--- src/rtl/spi_slave_responder.sv ---
// SPI slave endpoint for the 12-bit LSB-first master.
// Receives mosi into dout and, in the same frame, shifts a host-loaded
// response word out on miso. All SPI pins are raw and asynchronous to clk.
// They are synchronized and edge-detected here, so every sclk half period
// must last several clk cycles.
module spi_slave_responder #(
   parameter int WIDTH       = 12,
   parameter int SYNC_STAGES = 2
) (
   input  logic             clk,
   input  logic             rst,
   input  logic             sclk,
   input  logic             cs,
   input  logic             mosi,
   output logic             miso,
   output logic [WIDTH-1:0] dout,
   output logic             done,
   output logic             frame_err,
   output logic             busy,
   input  logic [WIDTH-1:0] tx_din,
   input  logic             tx_load
);

   localparam int CNT_W  = $clog2(WIDTH + 1);
   localparam int WARM_W = $clog2(SYNC_STAGES + 1);

   typedef enum logic [1:0] {
      WAIT_CS_HIGH = 2'd0,
      IDLE         = 2'd1,
      ACTIVE       = 2'd2
   } state_t;

   // Synchronizer chains and the extra registered copies used for edge detection.
   logic [SYNC_STAGES-1:0] csSync_q;
   logic [SYNC_STAGES-1:0] sclkSync_q;
   logic [SYNC_STAGES-1:0] mosiSync_q;
   logic                   cs_q;
   logic                   sclk_q;

   logic                   cs_s;
   logic                   sclk_s;
   logic                   mosi_s;
   logic                   rise;
   logic                   fall;
   logic                   riseCounted;

   // Post-reset settle counter: the cs chain holds its reset value (high)
   // until real samples reach the end of the chain.
   logic [WARM_W-1:0]      warmCnt_q;
   logic                   syncReady;

   // Frame state.
   state_t                 state_q,    state_d;
   logic [WIDTH-1:0]       shiftTx_q,  shiftTx_d;
   logic [WIDTH-1:0]       shiftRx_q,  shiftRx_d;
   logic [CNT_W-1:0]       txCnt_q,    txCnt_d;
   logic [CNT_W-1:0]       rxCnt_q,    rxCnt_d;
   logic                   armed_q,    armed_d;
   logic [WIDTH-1:0]       txHold_q,   txHold_d;
   logic [WIDTH-1:0]       dout_q,     dout_d;
   logic                   done_q,     done_d;
   logic                   frameErr_q, frameErr_d;
   logic                   miso_q,     miso_d;

   assign cs_s        = csSync_q[SYNC_STAGES-1];
   assign sclk_s      = sclkSync_q[SYNC_STAGES-1];
   assign mosi_s      = mosiSync_q[SYNC_STAGES-1];
   assign rise        = sclk_s & ~sclk_q;
   assign fall        = ~sclk_s & sclk_q;
   // A rise seen while the delayed cs is still high is the master's select edge, not a data edge.
   assign riseCounted = rise & ~cs_q;
   assign syncReady   = (warmCnt_q == WARM_W'(SYNC_STAGES));

   // Shift raw pins through the synchronizers; cs idles high so it resets high.
   always_ff @(posedge clk) begin
      if (rst) begin
         csSync_q   <= '1;
         sclkSync_q <= '0;
         mosiSync_q <= '0;
         cs_q       <= 1'b1;
         sclk_q     <= 1'b0;
      end else begin
         csSync_q   <= {csSync_q[SYNC_STAGES-2:0], cs};
         sclkSync_q <= {sclkSync_q[SYNC_STAGES-2:0], sclk};
         mosiSync_q <= {mosiSync_q[SYNC_STAGES-2:0], mosi};
         cs_q       <= cs_s;
         sclk_q     <= sclk_s;
      end
   end

   // Count cycles after reset until the synchronizers carry real pin samples.
   always_ff @(posedge clk) begin
      if (rst) begin
         warmCnt_q <= '0;
      end else if (!syncReady) begin
         warmCnt_q <= warmCnt_q + WARM_W'(1);
      end
   end

   // Register every piece of frame state and the registered outputs.
   always_ff @(posedge clk) begin
      if (rst) begin
         state_q    <= WAIT_CS_HIGH;
         shiftTx_q  <= '0;
         shiftRx_q  <= '0;
         txCnt_q    <= '0;
         rxCnt_q    <= '0;
         armed_q    <= 1'b0;
         txHold_q   <= '0;
         dout_q     <= '0;
         done_q     <= 1'b0;
         frameErr_q <= 1'b0;
         miso_q     <= 1'b0;
      end else begin
         state_q    <= state_d;
         shiftTx_q  <= shiftTx_d;
         shiftRx_q  <= shiftRx_d;
         txCnt_q    <= txCnt_d;
         rxCnt_q    <= rxCnt_d;
         armed_q    <= armed_d;
         txHold_q   <= txHold_d;
         dout_q     <= dout_d;
         done_q     <= done_d;
         frameErr_q <= frameErr_d;
         miso_q     <= miso_d;
      end
   end

   // Frame sequencing: start on cs low, shift miso on counted rises and
   // mosi on armed falls, then finish with done or abort with frame_err.
   always_comb begin
      state_d    = state_q;
      shiftTx_d  = shiftTx_q;
      shiftRx_d  = shiftRx_q;
      txCnt_d    = txCnt_q;
      rxCnt_d    = rxCnt_q;
      armed_d    = armed_q;
      dout_d     = dout_q;
      done_d     = 1'b0;
      frameErr_d = 1'b0;
      miso_d     = miso_q;
      txHold_d   = tx_load ? tx_din : txHold_q;

      case (state_q)
         WAIT_CS_HIGH: begin
            miso_d = 1'b0;
            if (syncReady && cs_s) begin
               state_d = IDLE;
            end
         end

         IDLE: begin
            miso_d = 1'b0;
            if (!cs_s) begin
               // A load on this very cycle is sent now rather than waiting a frame.
               shiftTx_d = tx_load ? tx_din : txHold_q;
               txCnt_d   = '0;
               rxCnt_d   = '0;
               armed_d   = 1'b0;
               state_d   = ACTIVE;
            end
         end

         ACTIVE: begin
            if (riseCounted) begin
               armed_d = 1'b1;
               if (txCnt_q < CNT_W'(WIDTH)) begin
                  miso_d    = shiftTx_q[0];
                  shiftTx_d = {1'b0, shiftTx_q[WIDTH-1:1]};
                  txCnt_d   = txCnt_q + CNT_W'(1);
               end
            end

            if (fall && armed_q) begin
               shiftRx_d = {mosi_s, shiftRx_q[WIDTH-1:1]};
               rxCnt_d   = rxCnt_q + CNT_W'(1);
               armed_d   = 1'b0;
            end

            // The final sample wins over a cs rise detected on the same cycle.
            if (fall && armed_q && (rxCnt_q == CNT_W'(WIDTH - 1))) begin
               dout_d  = {mosi_s, shiftRx_q[WIDTH-1:1]};
               done_d  = 1'b1;
               state_d = WAIT_CS_HIGH;
            end else if (cs_s) begin
               frameErr_d = 1'b1;
               miso_d     = 1'b0;
               state_d    = IDLE;
            end
         end

         default: begin
            miso_d  = 1'b0;
            state_d = WAIT_CS_HIGH;
         end
      endcase
   end

   assign miso      = miso_q;
   assign dout      = dout_q;
   assign done      = done_q;
   assign frame_err = frameErr_q;
   assign busy      = (state_q == ACTIVE);

endmodule

--- config.mk ---
export PLATFORM = sky130hd
export DESIGN_NAME = spi_slave_responder
export DESIGN_NICKNAME = d
export VERILOG_FILES = /design/src/rtl/spi_slave_responder.sv
export SDC_FILE = /design/constraint.sdc
export NUM_CORES = 1
export LEC_CHECK = 0
export ABC_AREA = 1
export BUFFER_PORTS_ARGS = -buffer_cell sky130_fd_sc_hd__buf_2
export CAP_MARGIN = 0
export CORE_ASPECT_RATIO = 2
export CORE_MARGIN = 2
export CORE_UTILIZATION = 40
export DETAILED_ROUTE_END_ITERATION = 8
export GPL_ROUTABILITY_DRIVEN = 0
export PLACE_DENSITY_LB_ADDON = 0.25
export SYNTH_ARGS = -nofsm -noshare
export SYNTH_HDL_FRONTEND = slang
export SYNTH_SLANG_ARGS = --single-unit
export TNS_END_PERCENT = 20
--- constraint.sdc ---
create_clock -name clk -period 3.5 [get_ports clk]
set_clock_uncertainty 0.2 [all_clocks]
set_input_delay 0.875 -clock clk [delete_from_list [all_inputs] [get_ports clk]]
set_output_delay 0.875 -clock clk [all_outputs]
set_load 0.02 [all_outputs]
; Yosys cells after proc, flatten, opt, wreduce, memory -nomap -nowiden
; Index checks and enable logic that the tools add are counted.
[op_classes]
n_addsub = 3
n_mux = 26
reduce_logical = 13
n_lt_le_gt_ge = 1
bitwise_logic = 7
mul = 0
n_shift = 0
n_eq_ne = 11
div = 0
[op_table]
columns = operator, count
row1 = 12-bit two-way mux, 4
row2 = 12-bit one-hot mux with 2 select lines, 1
row3 = 4-bit two-way mux, 4
row4 = 4-bit one-hot mux with 2 select lines, 2
row5 = 1-bit two-way mux, 9
row6 = 3-bit AND reduction, 3
row7 = 4-bit by 1-bit adder with 4-bit output (second input constant), 2
row8 = 2-bit two-way mux, 4
row9 = 2-bit by 1-bit inequality test with 1-bit output (second input constant), 3
row10 = 3-bit by 1-bit inequality test with 1-bit output (second input constant), 2
row11 = 2-bit one-hot mux with 3 select lines, 1
row12 = 2-bit == test (second input constant), 2
row13 = 4-bit == test (second input constant), 1
row14 = 4-bit < comparator (second input constant), 1
row15 = 2-bit inequality test (second input constant), 2
row16 = 1-bit NOT, 4
row17 = 2-bit AND reduction, 2
row18 = 4-bit AND reduction, 1
row19 = 1-bit AND, 3
row20 = 1-bit logical AND, 3
row21 = 3-bit OR reduction, 1
row22 = 2-bit by 1-bit adder with 2-bit output (second input constant), 1
row23 = 2-bit by 1-bit == test with 1-bit output (second input constant), 1
row24 = 2-bit logical NOT, 1
row25 = other kinds (3), 3
[word_totals]
romBits = 0
ff_bits = 72
latch_bits = 0
mem_bits_rw = 0
elab_cells = 78
output_inout_bits = 16
inputBits = 18
memories = 0

; Longest topological paths before layout
; Gate-level depths: netlist of run 1.
[logic_depth]
depth_word = 6
ltp_mapped = 11
ltp_nobuf = 10

; Worst setup path before layout of run 1
; No wires, ideal clock.
[synth_timing]
path_kind = input -> register
startpoint = input port tx_load
endpoint = register shiftTx_q[3]
path_slack_ps = 1596
t_arrival_ps = 1593
path_stages = 6
path_cell_list = clkbuf_1 > or2_2 > o21ai_0 > o21ai_0 > nor2_1 > nor2_1
[synth_via]
elab_chain_cells = 3
[synth_rtl]
columns = element, line_no
row1 = "start, declared", 21  ; input logic tx_load
row2 = 12-bit two-way mux, 156  ; shiftTx_d = tx_load ? tx_din : txHold_q;
row3 = 12-bit two-way mux, 154  ; if (!cs_s) begin
row4 = 12-bit one-hot mux with 2 select lines, 144  ; case (state_q)
row5 = "end signal, assigned", 116  ; shiftTx_q <= shiftTx_d;
row6 = "end, declared", 54  ; logic [WIDTH-1:0] shiftTx_q, shiftTx_d;
; Every way passes these cells. The select of a mux whose other input is x is not followed.
; A chain may end at the register's enable or synchronous reset.

; Final worst setup path of run 1
[layout_timing]
startpoint = register state_q[0]
endpoint = output port busy
[layout_via]
elab_chain_cells = 1
[layout_rtl]
columns = element, line_no
row1 = "start, declared", 53  ; state_t state_q, state_d;
row2 = "start signal, assigned", 115  ; state_q <= state_d;
row3 = 2-bit == test, 203  ; assign busy = (state_q == ACTIVE);
row4 = "end, declared", 19  ; output logic busy,
; Every way passes these cells.

==> results of run 1 <==
registers in the layout (all words and copies together), names as in the netlist:
register	count
dout	12
shiftTx_q	12
txHold_q	12
shiftRx_q	11
rxCnt_q	4
txCnt_q	4
csSync_q	2
mosiSync_q	2
sclkSync_q	2
state_q	2
warmCnt_q	2
armed_q	1
cs_q	1
done	1
frame_err	1
miso	1
sclk_q	1
per-stage QoR:
stage	hold slack [ns]	std cells	worst slack (ns)
detailed placement	0.194	501	0.998
global route	0.223	516	0.963
global placement	0.193	501	1.05
floorplan	0.188	394	1.60
finish	0.202	516	1.04
CTS	0.205	516	1.03
layer usage:
layer,vias up,part of all wire,global-route usage
li1,1283,-,-
met1,1036,0.48,0.192
met2,35,0.46,0.233
met4,0,0.021,0.0876
met3,8,0.032,0.0351
met5,-,0,0
cells in the final DEF, fill, tap and decap left out, types with 2 or more instances in the layout:
| cell type | Yosys | layout |
|---|---|---|
| clkbuf_16 | 0 | 9 |
| o21ai_0 | 43 | 43 |
| buf_2 | 4 | 33 |
| nor2_4 | 2 | 2 |
| nand2_1 | 72 | 72 |
| o21ai_1 | 10 | 10 |
| bufinv_16 | 0 | 2 |
| a21oi_1 | 21 | 21 |
| clkinv_2 | 0 | 2 |
| inv_1 | 52 | 52 |
| dfxtp_1 | 71 | 71 |
| or2_2 | 13 | 13 |
| nor3_1 | 2 | 2 |
| ha_1 | 7 | 7 |
| inv_2 | 3 | 3 |
| nor2_1 | 51 | 51 |
| nand3_1 | 19 | 19 |
| nand2_2 | 2 | 2 |
worst max-delay path by stage:
stage	end	slack (ns)	cells after the start
final	busy	1.04	3
after CTS	busy	1.03	3
after floorplan	shiftTx_q[3]	1.60	6
after global placement	shiftTx_q[11]	1.05	6
after detailed placement	shiftTx_q[11]	1.0	6
after global routing	busy	0.96	3
power by group through the flow:
| stage | clock network [W] | logic [W] | registers [W] |
|---|---|---|---|
| after floorplan | 0 | 0.000436 | 0.000972 |
| after global placement | 0 | 0.000488 | 0.000982 |
| after detailed placement | 0 | 0.000492 | 0.000985 |
| after CTS | 0.000977 | 0.000496 | 0.000968 |
| after global routing | 0.00101 | 0.000577 | 0.000980 |
| final | 0.000958 | 0.000488 | 0.000967 |
cell families after synthesis:
group,count (synthesis),synth area share
fa+ha+maj,7,0.0299
compound gates,77,0.136
simple gates,165,0.244
flops,71,0.485
buf+inv,74,0.105
worst max-delay path: cells and delay by family, from the launching register on:
kind,cells,cell delay [ns]
adders and majority gates,1,0.39
buffers and inverters,2,0.34
DFF,1,0.33
final cells by class:
type	count	area, um^2
flip-flops and latches	71	1420
clock inverters	4	70.1
multi-input cells	249	1200
fillers	752	3730
inverters	55	206
well taps	92	115
repair buffers	34	173
clock buffers	11	243
==> results.ini, run 1 <==
[setup_path]
timing.rr.end=dout[1]
cp_cell_sequence=inv_1, ha_1, buf_2
worst_setup_path_start_kind=register
reg2reg_from=state_q[0]
cp-startpoint=state_q[0]
critPathMaxStageDelay_ns=0.39
crit_path_end_kind=output pin
slowest_stage=ha_1
critPathMaxFanout=9
worst-setup-path-type=register to output pin
reg2reg_depth=7
worstPathRequired_ns=2.42
regToRegSetupSlack_ns=1.25
worstPathArrival_ns=1.38

[job]
cap_viol_max_count=0

[clock_tree]
cts_tree=built
cts.sinks=71
ctsResizeCount=0
cts_buffer_depth=2
clk_latency_ns=0.32
cts_buffers=9
hold_buffers=0
post_cts_buffers=0
htree_levels=3
cts-root-buf=clkbuf_16
cts.clk_slew.worst_paths_ns=0.05

[floorplanning]
coreArea_um2=7160
ios=34
initial_core_util=0.409
dieArea_um2=8060
fp.dieH_um=125
row_count=44
die_w_um=64.5

[timing]
worst_slew_pin_slew_ns=0.666
rsz0062_at_grt=no
timing.fmax_ghz=0.407
fin_crit_sh=0.702
min_period_ns=2.46
finalSetupViolations=0
slew_headroom=0.555
final_hold_viol_count=0
setup-tns-final_ns=0
slew_viol_final=0

[drt]
drt-wirelength-per-cell_um=10.5
dr.pass1.iters=4
routed_wl_mm=5.44
ant_nets=0
drc=0
vias_per_cell=4.58
routed-via-count=2362
drt_iter0_drc=89

[layout]
design_area_um2=3430
layout.nets=445
diodes=0
drive_above_1_share=0.170
final_util=0.479
syn_to_final_growth_pct=17.1

[synth]
syn_area_um2=2930
yosys-top-cells-area=dfxtp_1 49%, nand2_1 9.2%, o21ai_0 7.4%, inv_1 6.7%, nor2_1 6.5%
yosysMostFrequentCell=nand2_1
yosysTopAreaCell=dfxtp_1
ys_async_sr_fraction=0
yosysTopAreaCellShare=0.485
synth_cell_type_count=27
synth_edf_count=0
ys_ff_latch=71
synth_common_cells=72 x nand2_1, 71 x dfxtp_1, 52 x inv_1, 51 x nor2_1, 43 x o21ai_0
syn_avg_cell_area_um2=7.43
synth_top_flop_cell=dfxtp_1
syn_nets=419
seq_area_frac_synth=0.485
yosysWarnings=0
synth_cells=394

[outcome]
status=completed

[pwr]
pwr_density_cell_nw_per_um2=704
pwr-share-seq=0.401
switching_power_w=0.000689
total_power_w=0.00241
internal_power_w=0.00172
leakage_nw=1.52
clkPwrFrac=0.397
switching_share=0.286
vdd_drop_max_mv=0.533
pwr-share-comb=0.202

[min_path]
hp-class=register to register
hp-start=mosiSync_q[0]
min_to=mosiSync_q[1]
min_path_cells=2

[global_route]
antenna_found_initial=0
grt_pass1_vias=2190
grt_pass1_wl_mm=9.60
grt_max_degree=44
gr-usage-all-layers=0.152
grt-ovfl-total=0

[place]
place_area_um2=3120
port_buffers=33
dpl.hpwl_mm=3.63

Note: power is estimated with default switching activity, not from simulation.
==> run 2: changes to the inputs <==
clock period = 2.3 ns   (was 3.5 ns; I/O delays follow)
==> run 2 against run 1 <==
Register-to-register slack got worse by 0.82 ns; utilization is 0.54 points higher; count of clock-buffer cells in the layout down 1; cell count increased by 1.2%; total power increased by 53%; non-clock buffer count increased by 5; die area unchanged; critical path depth is the same; combinational power increased by 58%; sequential share of layout area is 0.46 points lower; critical path type unchanged.
==> results.ini, run 2 (synthesized netlist as in run 1, its figures left out) <==
[clock_tree]
cts_buffer_depth=2  ; unchanged
cts_tree=built  ; unchanged
cts.clk_slew.worst_paths_ns=0.05  ; about the same
cts_buffers=9  ; unchanged
cts-root-buf=clkbuf_16  ; unchanged
post_cts_buffers=0  ; unchanged
clk_latency_ns=0.33  ; was 0.32 ns
htree_levels=3  ; unchanged
cts.sinks=71  ; unchanged
ctsResizeCount=0  ; unchanged
hold_buffers=0  ; unchanged

[setup_path]
worst_setup_path_start_kind=register  ; unchanged
worst-setup-path-type=register to output pin  ; unchanged
reg2reg_from=state_q[0]  ; unchanged
regToRegSetupSlack_ns=0.43  ; was 1.25 ns
critPathMaxFanout=7  ; was 9
timing.rr.end=dout[1]  ; unchanged
crit_path_end_kind=output pin  ; unchanged
worstPathArrival_ns=1.31  ; was 1.38 ns
reg2reg_depth=6  ; was 7
worstPathRequired_ns=1.52  ; was 2.42 ns

[timing]
finalSetupViolations=0  ; unchanged
timing.fmax_ghz=0.480
worst_slew_pin_slew_ns=0.435  ; was 0.666 ns
final_hold_viol_count=0  ; unchanged
rsz0062_at_grt=no  ; unchanged
min_period_ns=2.08
slew_headroom=0.709  ; was 0.555
slew_viol_final=0  ; unchanged
setup-tns-final_ns=0  ; unchanged
fin_crit_sh=0.906

[job]
cap_viol_max_count=0  ; unchanged

[pwr]
leakage_nw=1.54  ; was 1.52 nW
pwr_density_cell_nw_per_um2=1070  ; was 704 nW/um^2
vdd_drop_max_mv=0.560  ; was 0.533 mV

[min_path]
hp-start=mosiSync_q[0]  ; unchanged
min_to=mosiSync_q[1]  ; unchanged
min_path_cells=2  ; unchanged
hp-class=register to register  ; unchanged

[floorplanning]
dieArea_um2=8060  ; unchanged
row_count=44  ; unchanged
coreArea_um2=7160  ; unchanged
die_w_um=64.5  ; unchanged
initial_core_util=0.409  ; unchanged
ios=34  ; unchanged
fp.dieH_um=125  ; unchanged

[drt]
ant_nets=0  ; unchanged
dr.pass1.iters=4  ; unchanged
routed_wl_mm=5.46  ; was 5.44 mm
drt_iter0_drc=50  ; was 89
routed-via-count=2378  ; was 2,362
vias_per_cell=4.56  ; was 4.58
drc=0  ; unchanged
drt-wirelength-per-cell_um=10.5  ; about the same

[global_route]
antenna_found_initial=0  ; unchanged
grt_max_degree=26  ; was 44
grt_pass1_wl_mm=9.58  ; was 9.60 mm
gr-usage-all-layers=0.151  ; was 0.152
grt-ovfl-total=0  ; unchanged
grt_pass1_vias=2171  ; was 2,190

[layout]
diodes=0  ; unchanged
mostFrequentLayoutCells=72 x nand2_1, 71 x dfxtp_1, 52 x inv_1  ; unchanged
layout.nets=450  ; was 445
final_cells=522  ; was 516
drive_above_1_share=0.181  ; was 0.170
syn_to_final_growth_pct=18.4  ; was 17.1%
final_common_cell=nand2_1  ; unchanged

[place]
dp_cells=506  ; was 501
port_buffers=33  ; unchanged
dpl.hpwl_mm=3.85  ; was 3.63 mm

[outcome]
status=completed  ; unchanged

==> run 2: changes by cell type in the layout (fill, tap and decap cells not counted), sizes merged <==
cell      change
clkbuf        -1
clkinvlp      +2
buf           +5
==> run 2: worst max-delay path, stage by stage (launching register included) <==
cell	delay (ns)
dfxtp_1	0.33
inv_1	0.10
ha_1	0.33
buf_2	0.23
==> run 2: area by class of cell <==
| cell class | instances | area, um^2 |
|---|---|---|
| Clock inverter | 6 | 85.1 |
| Timing Repair Buffer | 39 | 210 |
| Fill cell | 743 | 3690 |
| Inverter | 55 | 206 |
| Clock buffer | 10 | 229 |
| Tap cell | 92 | 115 |
| Multi-Input combinational cell | 249 | 1200 |
| Sequential cell | 71 | 1420 |
==> run 2: worst max path at each step <==
stage / depth (start not counted) / to / slack [ns] / startpoint
finish: 3 / busy / 0.22 / state_q[0]
global route: 3 / busy / 0.10 / state_q[0]
detailed placement: 6 / dout[1] / 0.42 / state_q[0]
floorplan: 9 / shiftTx_q[3] / 0.53 / state_q[0]
global placement: 6 / dout[1] / 0.42 / state_q[0]
CTS: 3 / busy / 0.18 / state_q[0]
==> run 2: routing by layer <==
layer	global-route usage	routed length, um	vias to the layer above
li1	-	-	1289
met1	0.195	2740	1043
met2	0.233	2420	36
met3	0.0324	159	10
met4	0.0826	142	0
met5	0	0	-
==> run 2: power by group <==
part / switching, W / internal (W) / leakage (nW)
Combinational: 0.000497 / 0.000276 / 0.809
Sequential: 0.0000794 / 0.00139 / 0.580
Clock: 0.000504 / 0.000944 / 0.148
Total: 0.00108 / 0.00261 / 1.54
==> run 2: per-stage QoR <==
| step | hold WS (ns) | util | power, W | area (um^2) | setup slack [ns] |
|---|---|---|---|---|---|
| floorplan | 0.188 | - | 0.00214 | 2930 | 0.526 |
| global placement | 0.193 | 0.441 | 0.00227 | 3150 | 0.420 |
| detailed placement | 0.195 | 0.441 | 0.00228 | 3150 | 0.422 |
| CTS | 0.206 | 0.484 | 0.00374 | 3470 | 0.184 |
| global route | 0.221 | 0.484 | 0.00394 | 3470 | 0.100 |
| finish | 0.205 | 0.484 | 0.00369 | 3470 | 0.216 |
==> run 3: changes to the inputs <==
RECOVER_POWER = 25   (was not set)
==> run 3 against run 2 <==
Non-clock buffer count unchanged; die area unchanged; global-route usage unchanged; worst setup slack better by 0.0042 ns; wire length about the same; utilization down 0.12 points; cell count unchanged; largest cell class unchanged.
==> results.ini, run 3 (synthesized netlist as in run 1, its figures left out) <==
[layout]
drive_above_1_share=0.172  ; was 0.181
diodes=0  ; unchanged
layout.nets=450  ; unchanged
final_common_cell=nand2_1  ; unchanged
syn_to_final_growth_pct=18.1  ; was 18.4%
multi_input_area_um2=1200  ; unchanged
n_fill_cell=744  ; was 743
mostFrequentLayoutCells=72 x nand2_1, 71 x dfxtp_1, 53 x inv_1  ; was 72 x nand2_1, 71 x dfxtp_1, 52 x inv_1
final-seq-area_um2=1420  ; unchanged
design_area_um2=3460  ; was 3470 um^2
final_cells=522  ; unchanged

[drt]
vias_per_cell=4.56  ; unchanged
routed_wl_mm=5.45  ; was 5.46 mm
drc=0  ; unchanged
ant_nets=0  ; unchanged
drt_iter0_drc=52  ; was 50
routed-via-count=2378  ; unchanged
drt-wirelength-per-cell_um=10.4  ; was 10.5 um
dr.pass1.iters=4  ; unchanged

[global_route]
antenna_found_initial=0  ; unchanged
grt_max_degree=26  ; unchanged
grt_pass1_vias=2171  ; unchanged
grt_pass1_wl_mm=9.58  ; unchanged
grt-ovfl-total=0  ; unchanged
gr-usage-all-layers=0.151  ; unchanged

[clock_tree]
cts.sinks=71  ; unchanged
ctsResizeCount=0  ; unchanged
post_cts_buffers=0  ; unchanged
cts_buffer_depth=2  ; unchanged
cts_tree=built  ; unchanged
htree_levels=3  ; unchanged
cts.clk_slew.worst_paths_ns=0.05  ; about the same
hold_buffers=0  ; unchanged
cts-root-buf=clkbuf_16  ; unchanged
cts_buffers=9  ; unchanged
clk_latency_ns=0.33  ; about the same

[setup_path]
cp_cell_sequence=inv_1, ha_1, buf_2  ; unchanged
worst_setup_path_start_kind=register  ; unchanged
slowest_stage=ha_1  ; was dfxtp_1
reg2reg_depth=6  ; unchanged
reg2reg_from=state_q[0]  ; unchanged
worst-setup-path-type=register to output pin  ; unchanged
worstPathArrival_ns=1.31  ; about the same
critPathMaxStageDelay_ns=0.33  ; about the same
timing.rr.end=dout[1]  ; unchanged
critPathMaxFanout=7  ; unchanged
crit_path_end_kind=output pin  ; unchanged
regToRegSetupSlack_ns=0.42  ; was 0.43 ns
worstPathRequired_ns=1.52  ; about the same

[timing]
worst_slew_pin_slew_ns=0.946  ; was 0.435 ns
fin_crit_sh=0.904  ; was 0.906
slew_headroom=0.370  ; was 0.709
rsz0062_at_grt=no  ; unchanged
timing.fmax_ghz=0.481  ; was 0.480 GHz
whs_ns=0.205  ; about the same
min_period_ns=2.08  ; about the same
final_hold_viol_count=0  ; unchanged
slew_viol_final=0  ; unchanged
layout_setup_ws_ns=0.220  ; was 0.216 ns
setup-tns-final_ns=0  ; unchanged
finalSetupViolations=0  ; unchanged

[place]
place_area_um2=3150  ; unchanged
dp_slack_ns=0.422  ; unchanged
dp_cells=506  ; unchanged
port_buffers=33  ; unchanged
dpl.hpwl_mm=3.85  ; unchanged

[pwr]
clkPwrFrac=0.393  ; was 0.392
pwr_density_cell_nw_per_um2=1070  ; about the same
leakage_nw=1.53  ; was 1.54 nW
switching_power_w=0.00108  ; about the same
switching_share=0.293  ; was 0.292
vdd_drop_max_mv=0.557  ; was 0.560 mV
pwr-share-seq=0.399  ; about the same
internal_power_w=0.00261  ; about the same
pwr-share-comb=0.209  ; about the same

[outcome]
status=completed  ; unchanged

[min_path]
hp-class=register to register  ; unchanged
min_path_cells=2  ; unchanged
hp-start=mosiSync_q[0]  ; unchanged
min_to=mosiSync_q[1]  ; unchanged

[floorplanning]
dieArea_um2=8060  ; unchanged
fp.dieH_um=125  ; unchanged
coreArea_um2=7160  ; unchanged
die_w_um=64.5  ; unchanged
initial_core_util=0.409  ; unchanged
row_count=44  ; unchanged
ios=34  ; unchanged

[job]
cap_viol_max_count=0  ; unchanged

==> run 3: cell count changes in the layout (fill, tap and decap cells not counted), sizes merged <==
cell | before | now
clkbuf | 10 | 13
buf | 39 | 36
==> run 3: worst max-delay path, delay by kind of cell, from the launching register on <==
family	cells	cell delay, ns
adder cells (fa/ha/maj)	1	0.33
buffers and inverters	2	0.33
flip-flops	1	0.32
==> run 3: cell type report <==
class	count	area share
clock buffers	10	0.0662
clock inverters	6	0.0246
inverters	55	0.0597
multi-input cells	249	0.347
flip-flops and latches	71	0.411
well taps	92	0.0333
repair buffers	39	0.0582
==> run 3: per-stage QoR <==
stage / util / total power, W
after floorplan: - / 0.00214
after global placement: 0.441 / 0.00227
after detailed placement: 0.441 / 0.00228
after CTS: 0.484 / 0.00374
after global routing: 0.483 / 0.00394
final: 0.483 / 0.00369
==> run 3: per-layer routing <==
layer / routed length, um / share of wire / GRT usage / vias to the layer above
li1: - / - / - / 1292
met1: 2700 / 0.50 / 0.195 / 1038
met2: 2440 / 0.45 / 0.233 / 38
met3: 165 / 0.030 / 0.0324 / 10
met4: 142 / 0.026 / 0.0826 / 0
met5: 0 / 0 / 0 / -
==> run 3: how the worst max path moves through the flow <==
stage                         endpoint  startpoint  depth (start not counted)  slack, ns
final                             busy  state_q[0]                          3       0.22
after global placement         dout[1]  state_q[0]                          6       0.42
after CTS                         busy  state_q[0]                          3       0.18
after detailed placement       dout[1]  state_q[0]                          6       0.42
after floorplan           shiftTx_q[3]  state_q[0]                          9       0.53
after global routing              busy  state_q[0]                          3       0.10
==> run 3: power groups by stage <==
stage	registers, W	logic (W)	clock network [W]
after floorplan	0.00148	0.000664	0
final	0.00147	0.000771	0.00145
after global routing	0.00149	0.000908	0.00154
after CTS	0.00147	0.000784	0.00148
after global placement	0.00150	0.000770	0
after detailed placement	0.00150	0.000780	0
